--- config.mk ---
export PLATFORM = sky130hd
export DESIGN_NAME = writeback_top
export DESIGN_NICKNAME = d
export VERILOG_FILES = /design/src/rtl/writeback_pkg.sv /design/src/rtl/wb_store_align.sv /design/src/rtl/writeback_top.sv
export SDC_FILE = /design/constraint.sdc
export NUM_CORES = 1
export LEC_CHECK = 0
export BUFFER_PORTS_ARGS = -buffer_cell sky130_fd_sc_hd__buf_4
export CORE_AREA = 5 5 170 172
export DETAILED_ROUTE_END_ITERATION = 16
export DIE_AREA = 0 0 175 177
export PLACE_DENSITY = 0.67
export SETUP_SLACK_MARGIN = 0.1
export SLEW_MARGIN = 30
export SYNTH_ARGS = -nofsm -noshare
export SYNTH_HDL_FRONTEND = slang
export SYNTH_SLANG_ARGS = --single-unit
--- constraint.sdc ---
create_clock -name clk -period 5.1 [get_ports clk]
set_input_delay 1.275 -clock clk [delete_from_list [all_inputs] [get_ports clk]]
set_output_delay 1.275 -clock clk [all_outputs]
set_load 0.05 [all_outputs]
--- src/rtl/writeback_pkg.sv ---
// Shared encodings for the writeback stage: opsizes, FSM states, and the
// byte-enable masks used to build store beats.
package writeback_pkg;

  typedef enum logic [1:0] {
    SZ_8  = 2'b00,
    SZ_16 = 2'b01,
    SZ_32 = 2'b10,
    SZ_64 = 2'b11
  } opsize_e;

  typedef enum logic [2:0] {
    ST_IDLE,
    ST_REG,
    ST_MEM0,
    ST_MEM1,
    ST_DONE
  } state_e;

  localparam logic [3:0] BE_8  = 4'b0001;
  localparam logic [3:0] BE_16 = 4'b0011;
  localparam logic [3:0] BE_32 = 4'b1111;

  // Byte mask of an op before shifting it into its lanes; 64-bit uses full words.
  function automatic logic [3:0] size_mask(input logic [1:0] sz);
    case (sz)
      SZ_8:    return BE_8;
      SZ_16:   return BE_16;
      default: return BE_32;
    endcase
  endfunction

  function automatic logic [31:0] lane_mask(input logic [3:0] be);
    return {{8{be[3]}}, {8{be[2]}}, {8{be[1]}}, {8{be[0]}}};
  endfunction

endpackage

--- src/rtl/wb_store_align.sv ---
// Combinational store aligner: turns address/opsize/result into up to two
// word-aligned beats with lane-shifted data and byte enables.
module wb_store_align
  import writeback_pkg::*;
#(
  parameter int ADDR_W = 32,
  parameter int RES_W  = 64
) (
  input  logic [ADDR_W-1:0] i_addr,
  input  logic [1:0]        i_opsize,
  input  logic [RES_W-1:0]  i_result,
  output logic [ADDR_W-1:0] o_addr0,
  output logic [ADDR_W-1:0] o_addr1,
  output logic [31:0]       o_data0,
  output logic [31:0]       o_data1,
  output logic [3:0]        o_be0,
  output logic [3:0]        o_be1,
  output logic              o_split,
  output logic              o_misalign
);
  logic        w_is64;
  logic [1:0]  w_off;
  logic [3:0]  w_mask;
  logic [31:0] w_lo;
  logic [7:0]  w_be_wide;
  logic [63:0] w_data_wide;

  // 64-bit stores ignore the low address bits and go out as two full words.
  assign w_is64      = (i_opsize == SZ_64);
  assign w_off       = w_is64 ? 2'b00 : i_addr[1:0];
  assign w_mask      = size_mask(i_opsize);
  assign w_lo        = i_result[31:0] & lane_mask(w_mask);
  assign w_be_wide   = {4'b0000, w_mask} << w_off;
  assign w_data_wide = {32'd0, w_lo} << {w_off, 3'b000};

  assign o_addr0    = {i_addr[ADDR_W-1:2], 2'b00};
  assign o_addr1    = o_addr0 + ADDR_W'(4);
  assign o_be0      = w_is64 ? 4'hF : w_be_wide[3:0];
  assign o_be1      = w_is64 ? 4'hF : w_be_wide[7:4];
  assign o_data0    = w_is64 ? i_result[31:0]  : w_data_wide[31:0];
  assign o_data1    = w_is64 ? i_result[63:32] : w_data_wide[63:32];
  assign o_split    = w_is64 | (|w_be_wide[7:4]);
  assign o_misalign = w_is64 & (|i_addr[1:0]);

endmodule

--- src/rtl/writeback_top.sv ---
// Writeback stage: holds one retired op, commits it to the register file or
// to memory in one or two beats, and signals redirect/sys-controller events.
module writeback_top
  import writeback_pkg::*;
#(
  parameter int ADDR_W = 32,
  parameter int RES_W  = 64,
  parameter int CNT_W  = 32
) (
  input  logic              clk,
  input  logic              reset,
  input  logic              flush,
  input  logic              wb_valid,
  output logic              wb_ready,
  input  logic [ADDR_W-1:0] wb_dest_address,
  input  logic [2:0]        wb_dest_reg,
  input  logic [RES_W-1:0]  wb_result,
  input  logic [1:0]        wb_opsize,
  input  logic              wb_mem_or_reg,
  input  logic              wb_to_sys_controller,
  input  logic [ADDR_W-1:0] wb_pc,
  input  logic              wb_br_misprediction,
  input  logic              wb_jump_load_cs,
  input  logic [31:0]       wb_cs_out,
  output logic              reg_we,
  output logic [2:0]        reg_sel,
  output logic [RES_W-1:0]  reg_data,
  output logic [1:0]        reg_size,
  output logic              mem_req,
  input  logic              mem_ack,
  output logic [ADDR_W-1:0] mem_addr,
  output logic [31:0]       mem_data,
  output logic [3:0]        mem_be,
  output logic              redirect_valid,
  output logic [ADDR_W-1:0] redirect_pc,
  output logic              redirect_load_cs,
  output logic [31:0]       redirect_cs,
  output logic              sys_notify,
  output logic [ADDR_W-1:0] sys_pc,
  output logic              align_err,
  output logic [CNT_W-1:0]  retire_count
);
  state_e            r_state, w_next;
  logic [ADDR_W-1:0] r_addr, r_pc;
  logic [2:0]        r_reg;
  logic [RES_W-1:0]  r_res;
  logic [1:0]        r_size;
  logic              r_sys, r_br, r_lcs;
  logic [31:0]       r_cs;
  logic              r_align_err;
  logic [CNT_W-1:0]  r_cnt;

  logic              w_accept, w_retire;
  logic [ADDR_W-1:0] w_addr0, w_addr1;
  logic [31:0]       w_data0, w_data1;
  logic [3:0]        w_be0, w_be1;
  logic              w_split, w_misalign;

  wb_store_align #(.ADDR_W(ADDR_W), .RES_W(RES_W)) u_align (
    .i_addr(r_addr), .i_opsize(r_size), .i_result(r_res),
    .o_addr0(w_addr0), .o_addr1(w_addr1), .o_data0(w_data0), .o_data1(w_data1),
    .o_be0(w_be0), .o_be1(w_be1), .o_split(w_split), .o_misalign(w_misalign)
  );

  // Flush only has effect while the held op is still uncommitted (IDLE/REG).
  assign wb_ready = (r_state == ST_IDLE) || (r_state == ST_REG);
  assign w_accept = wb_valid && wb_ready && !flush;
  assign w_retire = ((r_state == ST_REG) && !flush) || (r_state == ST_DONE);

  always_ff @(posedge clk or negedge reset) begin
    if (!reset) begin
      r_state <= ST_IDLE;
    end else begin
      r_state <= w_next;
    end
  end

  always_ff @(posedge clk or negedge reset) begin
    if (!reset) begin
      r_addr <= '0; r_pc <= '0; r_reg <= '0; r_res <= '0; r_size <= '0;
      r_sys  <= 1'b0; r_br <= 1'b0; r_lcs <= 1'b0; r_cs <= '0;
    end else if (w_accept) begin
      r_addr <= wb_dest_address; r_pc <= wb_pc; r_reg <= wb_dest_reg;
      r_res  <= wb_result; r_size <= wb_opsize;
      r_sys  <= wb_to_sys_controller; r_br <= wb_br_misprediction;
      r_lcs  <= wb_jump_load_cs; r_cs <= wb_cs_out;
    end
  end

  always_ff @(posedge clk or negedge reset) begin
    if (!reset) begin
      r_cnt       <= '0;
      r_align_err <= 1'b0;
    end else begin
      if (w_retire) r_cnt <= r_cnt + CNT_W'(1);
      if ((r_state == ST_MEM0) && w_misalign) r_align_err <= 1'b1;
    end
  end

  always_comb begin
    w_next           = r_state;
    reg_we           = 1'b0;
    mem_req          = 1'b0;
    mem_addr         = w_addr0;
    mem_data         = w_data0;
    mem_be           = w_be0;
    case (r_state)
      ST_IDLE, ST_REG: begin
        reg_we = (r_state == ST_REG) && !flush;
        if (w_accept) w_next = wb_mem_or_reg ? ST_MEM0 : ST_REG;
        else          w_next = ST_IDLE;
      end
      ST_MEM0: begin
        mem_req = 1'b1;
        if (mem_ack) w_next = w_split ? ST_MEM1 : ST_DONE;
      end
      ST_MEM1: begin
        mem_req  = 1'b1;
        mem_addr = w_addr1;
        mem_data = w_data1;
        mem_be   = w_be1;
        if (mem_ack) w_next = ST_DONE;
      end
      ST_DONE: w_next = ST_IDLE;
      default: w_next = ST_IDLE;
    endcase
  end

  assign reg_sel          = r_reg;
  assign reg_data         = r_res;
  assign reg_size         = r_size;
  assign redirect_valid   = w_retire && r_br;
  assign redirect_pc      = ADDR_W'(r_res[31:0]);
  assign redirect_load_cs = r_lcs;
  assign redirect_cs      = r_cs;
  assign sys_notify       = w_retire && r_sys;
  assign sys_pc           = r_pc;
  assign align_err        = r_align_err;
  assign retire_count     = r_cnt;

endmodule

==> results of run 1 <==
[cell usage after synthesis (3+ instances only)]
| cell | number | share of area |
|---|---|---|
| nand2_1 | 545 | 0.20 |
| dfrtp_1 | 204 | 0.49 |
| clkbuf_1 | 64 | 0.023 |
| a21oi_1 | 63 | 0.030 |
| xnor2_1 | 48 | 0.040 |
| buf_4 | 34 | 0.025 |
| nand3_1 | 27 | 0.013 |
| nand4_1 | 26 | 0.016 |
| nor2_1 | 25 | 0.0090 |
| o21ai_0 | 23 | 0.011 |
| and3_1 | 20 | 0.012 |
| or4_1 | 17 | 0.012 |
| a221oi_1 | 14 | 0.012 |
| xor2_1 | 13 | 0.011 |
| and4_1 | 11 | 0.0093 |
| nand2b_1 | 11 | 0.0066 |
| a22o_1 | 9 | 0.0076 |
| nand3b_1 | 9 | 0.0065 |
| o211ai_1 | 9 | 0.0065 |
| a211oi_1 | 8 | 0.0058 |
| inv_1 | 8 | 0.0029 |
| nor3_1 | 7 | 0.0034 |
| a22oi_1 | 6 | 0.0043 |
| buf_2 | 6 | 0.0029 |
| and2_1 | 5 | 0.0030 |
| nand4b_1 | 4 | 0.0034 |
| nor4_1 | 4 | 0.0024 |
| a221o_1 | 3 | 0.0029 |
| buf_1 | 3 | 0.0011 |
| nor4_2 | 3 | 0.0036 |
[metrics by stage]
step / setup slack, ns / utilization / hold WS (ns) / cells / power (mW)
after floorplan: 1.14 / - / 0.437 / 1257 / 7.49
after global placement: 1.17 / 0.503 / 0.453 / 1952 / 9.70
after detailed placement: 1.15 / 0.504 / 0.463 / 1953 / 9.78
after CTS: 0.713 / 0.534 / 0.479 / 1997 / 11.6
after global routing: 0.883 / 0.535 / 0.498 / 1998 / 12.1
final: 1.03 / 0.535 / 0.475 / 1999 / 11.6
[layer usage]
layer / track usage / up-vias / share of wire
li1: - / 4895 / -
met1: 0.286 / 4961 / 0.38
met2: 0.423 / 499 / 0.49
met3: 0.0808 / 91 / 0.093
met4: 0.0926 / 2 / 0.040
met5: 0 / - / 0.00035
[flip-flops by register name, indices dropped and copies added, names as in the netlist]
name,cells
redirect_load_cs,1
align_err,1
r_br,1
redirect_cs,32
sys_pc,32
r_sys,1
r_state,3
r_addr,32
reg_sel,3
retire_count,32
reg_data,64
reg_size,2
[worst max-delay path, stage by stage (launching register included)]
cell and delay [ns]:
dfrtp_1 0.74, nand2_1 0.41, or4_1 0.65, o211ai_1 0.20, buf_4 0.27
[worst max-delay path by stage]
stage | cells after the start | startpoint | slack, ns | to
after floorplan | 7 | reg_size[1]$_DFFE_PN0N_ | 1.14 | mem_data[19]
after global placement | 5 | flush | 1.17 | sys_notify
after detailed placement | 5 | flush | 1.15 | redirect_valid
after CTS | 6 | r_addr[2]$_DFFE_PN0N_ | 0.71 | mem_addr[22]
after global routing | 5 | r_addr[11]$_DFFE_PN0N_ | 0.88 | mem_addr[31]
final | 4 | r_addr[1]$_DFFE_PN0N_ | 1.03 | mem_data[25]
[cell families after synthesis]
kind of cell,share of synthesized area
AOI/OAI and AO/OA,0.0940
xor gates and xnor gates,0.0514
adders and majority gates,0.00241
buffers and inverters,0.0556
DFF,0.491
muxes,0.00108
other,0.000361
and+or+nand+nor,0.304
[area by class of cell]
| type | count | share of cell area |
|---|---|---|
| Sequential cell | 204 | 0.349 |
| Multi-Input combinational cell | 937 | 0.324 |
| Timing Repair Buffer | 458 | 0.237 |
| Clock buffer | 32 | 0.0474 |
| Tap cell | 346 | 0.0296 |
| Clock inverter | 12 | 0.00993 |
| Inverter | 8 | 0.00206 |
| Antenna cell | 2 | 0.000343 |
[power by group]
group / leakage [nW] / switching (mW) / internal (mW)
Sequential: 2.57 / 0.800 / 2.21
Combinational: 4.60 / 4.86 / 1.87
Clock: 0.415 / 0.700 / 1.11
==> metrics.md, run 1 <==
| Metric | Value |
|---|---|
| Status | `finished, final reports clean` |
| Tmin final | `4.07 ns` |
| Die Width | `175 µm` |
| Reg-to-reg endpoint | `reg_size[0]$_DFFE_PN0N_` |
| Post-CTS sizing | `0` |
| Worst-margin pin slew | `0.868 ns` |
| DR WL/cell | `20.0 µm` |
| Placer Congestion | `0.894` |
| IO Pins | `446` |
| Vias in the first global route | `10,400` |
| Reg2reg start | `r_state[1]$_DFFE_PN0P_` |
| CTS sink count | `204` |
| Global-route wire length before repair | `60,100 µm` |
| Buffers on Ports | `443` |
| Hpwl dp | `30,200 µm` |
| All-Layer GR Usage | `0.246` |
| Antenna violations before repair | `3` |
| Detailed-route DRC error count | `0` |
| Post-DRT Antenna Nets | `0` |
| Clk_lat worst skew | `0.52 ns` |
| Crit-path max FO | `20` |
| Inserted Clock Buffers | `24` |
| Fill count | `2,608` |
| PD cells | `791 nW/µm²` |
| Vias | `10,400` |
| Rel. slew slack | `0.422` |
| Yosys cell types | `53` |
| Period utilization | `0.798` |
| Cell row count | `61` |
| Unrepaired setup endpoints after global routing | `no` |
| Synth Cell Area | `10,400 µm²` |
| Achievable frequency | `246 MHz` |
| FF+latch count, synth | `204` |
| Crit end category | `output port` |
| First-pass DRT Iterations | `5` |
| Setup Skew | `0.0149 ns` |
| Hold buffer count at CTS | `0` |
| Placement Cell Area | `13,800 µm²` |
| Number of synthesized flops with an enable pin | `0` |
| Final setup fails | `0` |
| Final Net Count | `1,809` |
| # Max-Cap Violations | `0` |
| Final Max Slew Viols | `0` |
| Crit path kind | `flip-flop to output port` |
| Worst vdd ir | `0.000452 V` |
| Initial DRC count | `808` |
| Post-Layout Inst Area | `14,600 µm²` |
| Worst EP arrival | `2.79 ns` |
| Syn avg cell area | `8.27 µm²` |
| Chip height | `177 µm` |
| Largest net degree at the start of global routing | `104` |
| WP data required | `3.83 ns` |
| CTS Root Cell | `clkbuf_16` |
| Die ar. | `31,000 µm²` |
| Vias/cell | `5.23` |
| Most frequent cells in the layout | `nand2_1, buf_4, dfrtp_1` |
| Routed wire length | `40,000 µm` |
| # H-tree levels | `1` |
| Most common cell after layout, fill and taps aside | `nand2_1` |
| Final hold vios | `0` |
| Register area share after synthesis | `0.491` |
| Synth Instances | `1,256` |
| Asr flop ratio synth | `1.00` |
| WHS Path Cells | `2` |
| R2R Setup Slk | `2.61 ns` |
| Leak Pwr | `7.59 nW` |
| Footprint of the multi-input gates | `4730 µm²` |
| Startpoint class of the critical path | `flip-flop` |
| Core footprint | `27,300 µm²` |
| Initial Util | `0.380` |
| Hold Path End | `sys_pc[18]$_DFFE_PN0N_` |
| Total gr overflow | `0` |
| Worst r2r path cells | `4` |
| Critical hold path startpoint | `sys_pc[18]$_DFFE_PN0N_` |
| Synthesis Warnings | `0` |
| FF/Latch Area | `5100 µm²` |
| Postcts setup bufs | `0` |
| CTS max path bufs | `3` |
| CTS tree | `yes` |
| Total Neg Setup Slack | `0 ns` |
| CTS clock-pin slew for the worst setup and hold paths | `0.07 ns` |
| Min-Delay Path Class | `flip-flop to flip-flop` |
| Fraction of layout cells with a size suffix above 1 | `0.311` |
| Area Overhead vs Synth | `40.6%` |
| Main synth FF type | `dfrtp_1` |
Power figures use the tool's default switching activity.
==> run 2: changes to the inputs <==
- PLACE_DENSITY: 0.67 -> 0.69
- clock period: 5.1 -> 3.6 ns (I/O delays scaled with it)
==> metrics.md, run 2 (synthesis gave the netlist of run 1 again) <==
| Metric | Value |
|---|---|
| Status | `finished, final reports clean` |
| Die ar. | `31,000 µm²` |
| Worst vdd ir | `0.000574 V` |
| Fill count | `2,524` |
| Reg2reg start | `r_state[1]$_DFFE_PN0P_` |
| Leak Pwr | `7.71 nW` |
| Hold WS | `0.411 ns` |
| Final setup margin | `0.172 ns` |
| # Max-Cap Violations | `0` |
| Rel. slew slack | `0.437` |
| Initial DRC count | `938` |
| Die Width | `175 µm` |
| All-Layer GR Usage | `0.242` |
| Global-route wire length before repair | `59,300 µm` |
| Fin cells | `2,013` |
| CTS max path bufs | `3` |
| Total Neg Setup Slack | `0 ns` |
| First-pass DRT Iterations | `5` |
| Most frequent cells in the layout | `nand2_1, buf_4, dfrtp_1` |
| IO Pins | `446` |
| Worst EP arrival | `2.53 ns` |
| Hpwl dp | `29,500 µm` |
| CTS clock-pin slew for the worst setup and hold paths | `0.06 ns` |
| Unrepaired setup endpoints after global routing | `yes` |
| Area Overhead vs Synth | `42.9%` |
| Cell row count | `61` |
| Post-DRT Antenna Nets | `0` |
| R2R Setup Slk | `1.39 ns` |
| Buffers on Ports | `443` |
| Worst-margin pin slew | `0.844 ns` |
| Vias/cell | `5.20` |
| Final setup fails | `0` |
| Crit-path max FO | `36` |
| Achievable frequency | `292 MHz` |
| CTS sink count | `204` |
| Final Net Count | `1,825` |
| Tmin final | `3.43 ns` |
| Reg-to-reg endpoint | `retire_count[26]$_DFFE_PN0N_` |
| CTS tree | `yes` |
| Total gr overflow | `0` |
| Detailed-route DRC error count | `0` |
| Largest net degree at the start of global routing | `132` |
| Max reg flops | `64` |
| Final hold vios | `0` |
| Final Max Slew Viols | `0` |
| Startpoint class of the critical path | `flip-flop` |
| Period utilization | `0.952` |
| Most common cell after layout, fill and taps aside | `nand2_1` |
| Worst r2r path cells | `5` |
| Crit path kind | `flip-flop to output port` |
| Inserted Clock Buffers | `25` |
| Fraction of layout cells with a size suffix above 1 | `0.329` |
| CTS Root Cell | `clkbuf_16` |
| WP data required | `2.70 ns` |
| Core footprint | `27,300 µm²` |
| Antenna violations before repair | `1` |
| Routed wire length | `39,600 µm` |
| Utilization after layout | `0.544` |
| Cell total after placement | `1,962` |
| # H-tree levels | `1` |
| Chip height | `177 µm` |
| Crit end category | `output port` |
| Vias | `10,500` |
| Setup Skew | `0.00926 ns` |
| Setup WS pre-CTS | `0.541 ns` |
| DR WL/cell | `19.7 µm` |
| PD cells | `1110 nW/µm²` |
| Min-Delay Path Class | `primary input to asynchronous set/reset pin` |
| Placer Congestion | `0.907` |
| Initial Util | `0.380` |
| Clk_lat worst skew | `0.53 ns` |
| Vias in the first global route | `10,200` |
run 2: layer usage:
layer	vias up	part of all wire	global-route usage
met1	4946	0.38	0.296
met2	530	0.49	0.409
met3	83	0.10	0.0739
met5	-	0	0
li1	4916	-	-
met4	0	0.035	0.0815
run 2: through the flow:
step	power (mW)	cell area, µm²
2_1_floorplan	10.7	10500
3_3_place_gp	13.8	13900
3_5_place_dp	13.9	13900
4_1_cts	16.6	14800
5_1_grt	17.3	14900
6_report	16.6	14900
run 2: power breakdown:
group,leakage [nW],internal [mW],switching (mW),total [mW]
registers,2.57,3.14,1.13,4.27
logic,4.72,2.76,6.94,9.70
clock network,0.416,1.56,1.03,2.59
total,7.71,7.46,9.09,16.6
run 2: worst max path at each step:
stage | start | to | slack, ns | cells after the start
final | reg_size[0]$_DFFE_PN0N_ | mem_data[26] | 0.17 | 5
after global routing | r_addr[2]$_DFFE_PN0N_ | mem_addr[22] | 0.1 | 8
after CTS | r_addr[2]$_DFFE_PN0N_ | mem_addr[22] | 0.11 | 7
after detailed placement | r_state[2]$_DFFE_PN0P_ | mem_data[26] | 0.54 | 6
after global placement | flush | redirect_valid | 0.55 | 5
after floorplan | reg_size[1]$_DFFE_PN0N_ | mem_data[19] | 0.28 | 7
run 2: final cells by class:
class / instances / area, µm² / area share
sequential: 204 / 5110 / 0.344
inverter: 8 / 30.0 / 0.00202
multi-input combinational: 937 / 4820 / 0.324
clock buffer: 33 / 686 / 0.0462
timing repair buffer: 473 / 3620 / 0.244
antenna: 1 / 2.50 / 0.000168
tap: 346 / 433 / 0.0291
clock inverter: 11 / 153 / 0.0103
run 2: worst max-delay path, stage by stage (launching register included):
cell and delay [ns]:
dfrtp_2 0.51, and2_1 0.21, buf_4 0.23, or4_1 0.56, o211ai_1 0.21, buf_4 0.27
run 2: repair_timing:
item / in CTS / in global routing
pin swaps: 0 / 1
setup buffers: 0 / 6
gates resized for setup: 4 / 6
setup endpoints to repair: 17 / 22
hold buffers: 0 / 0
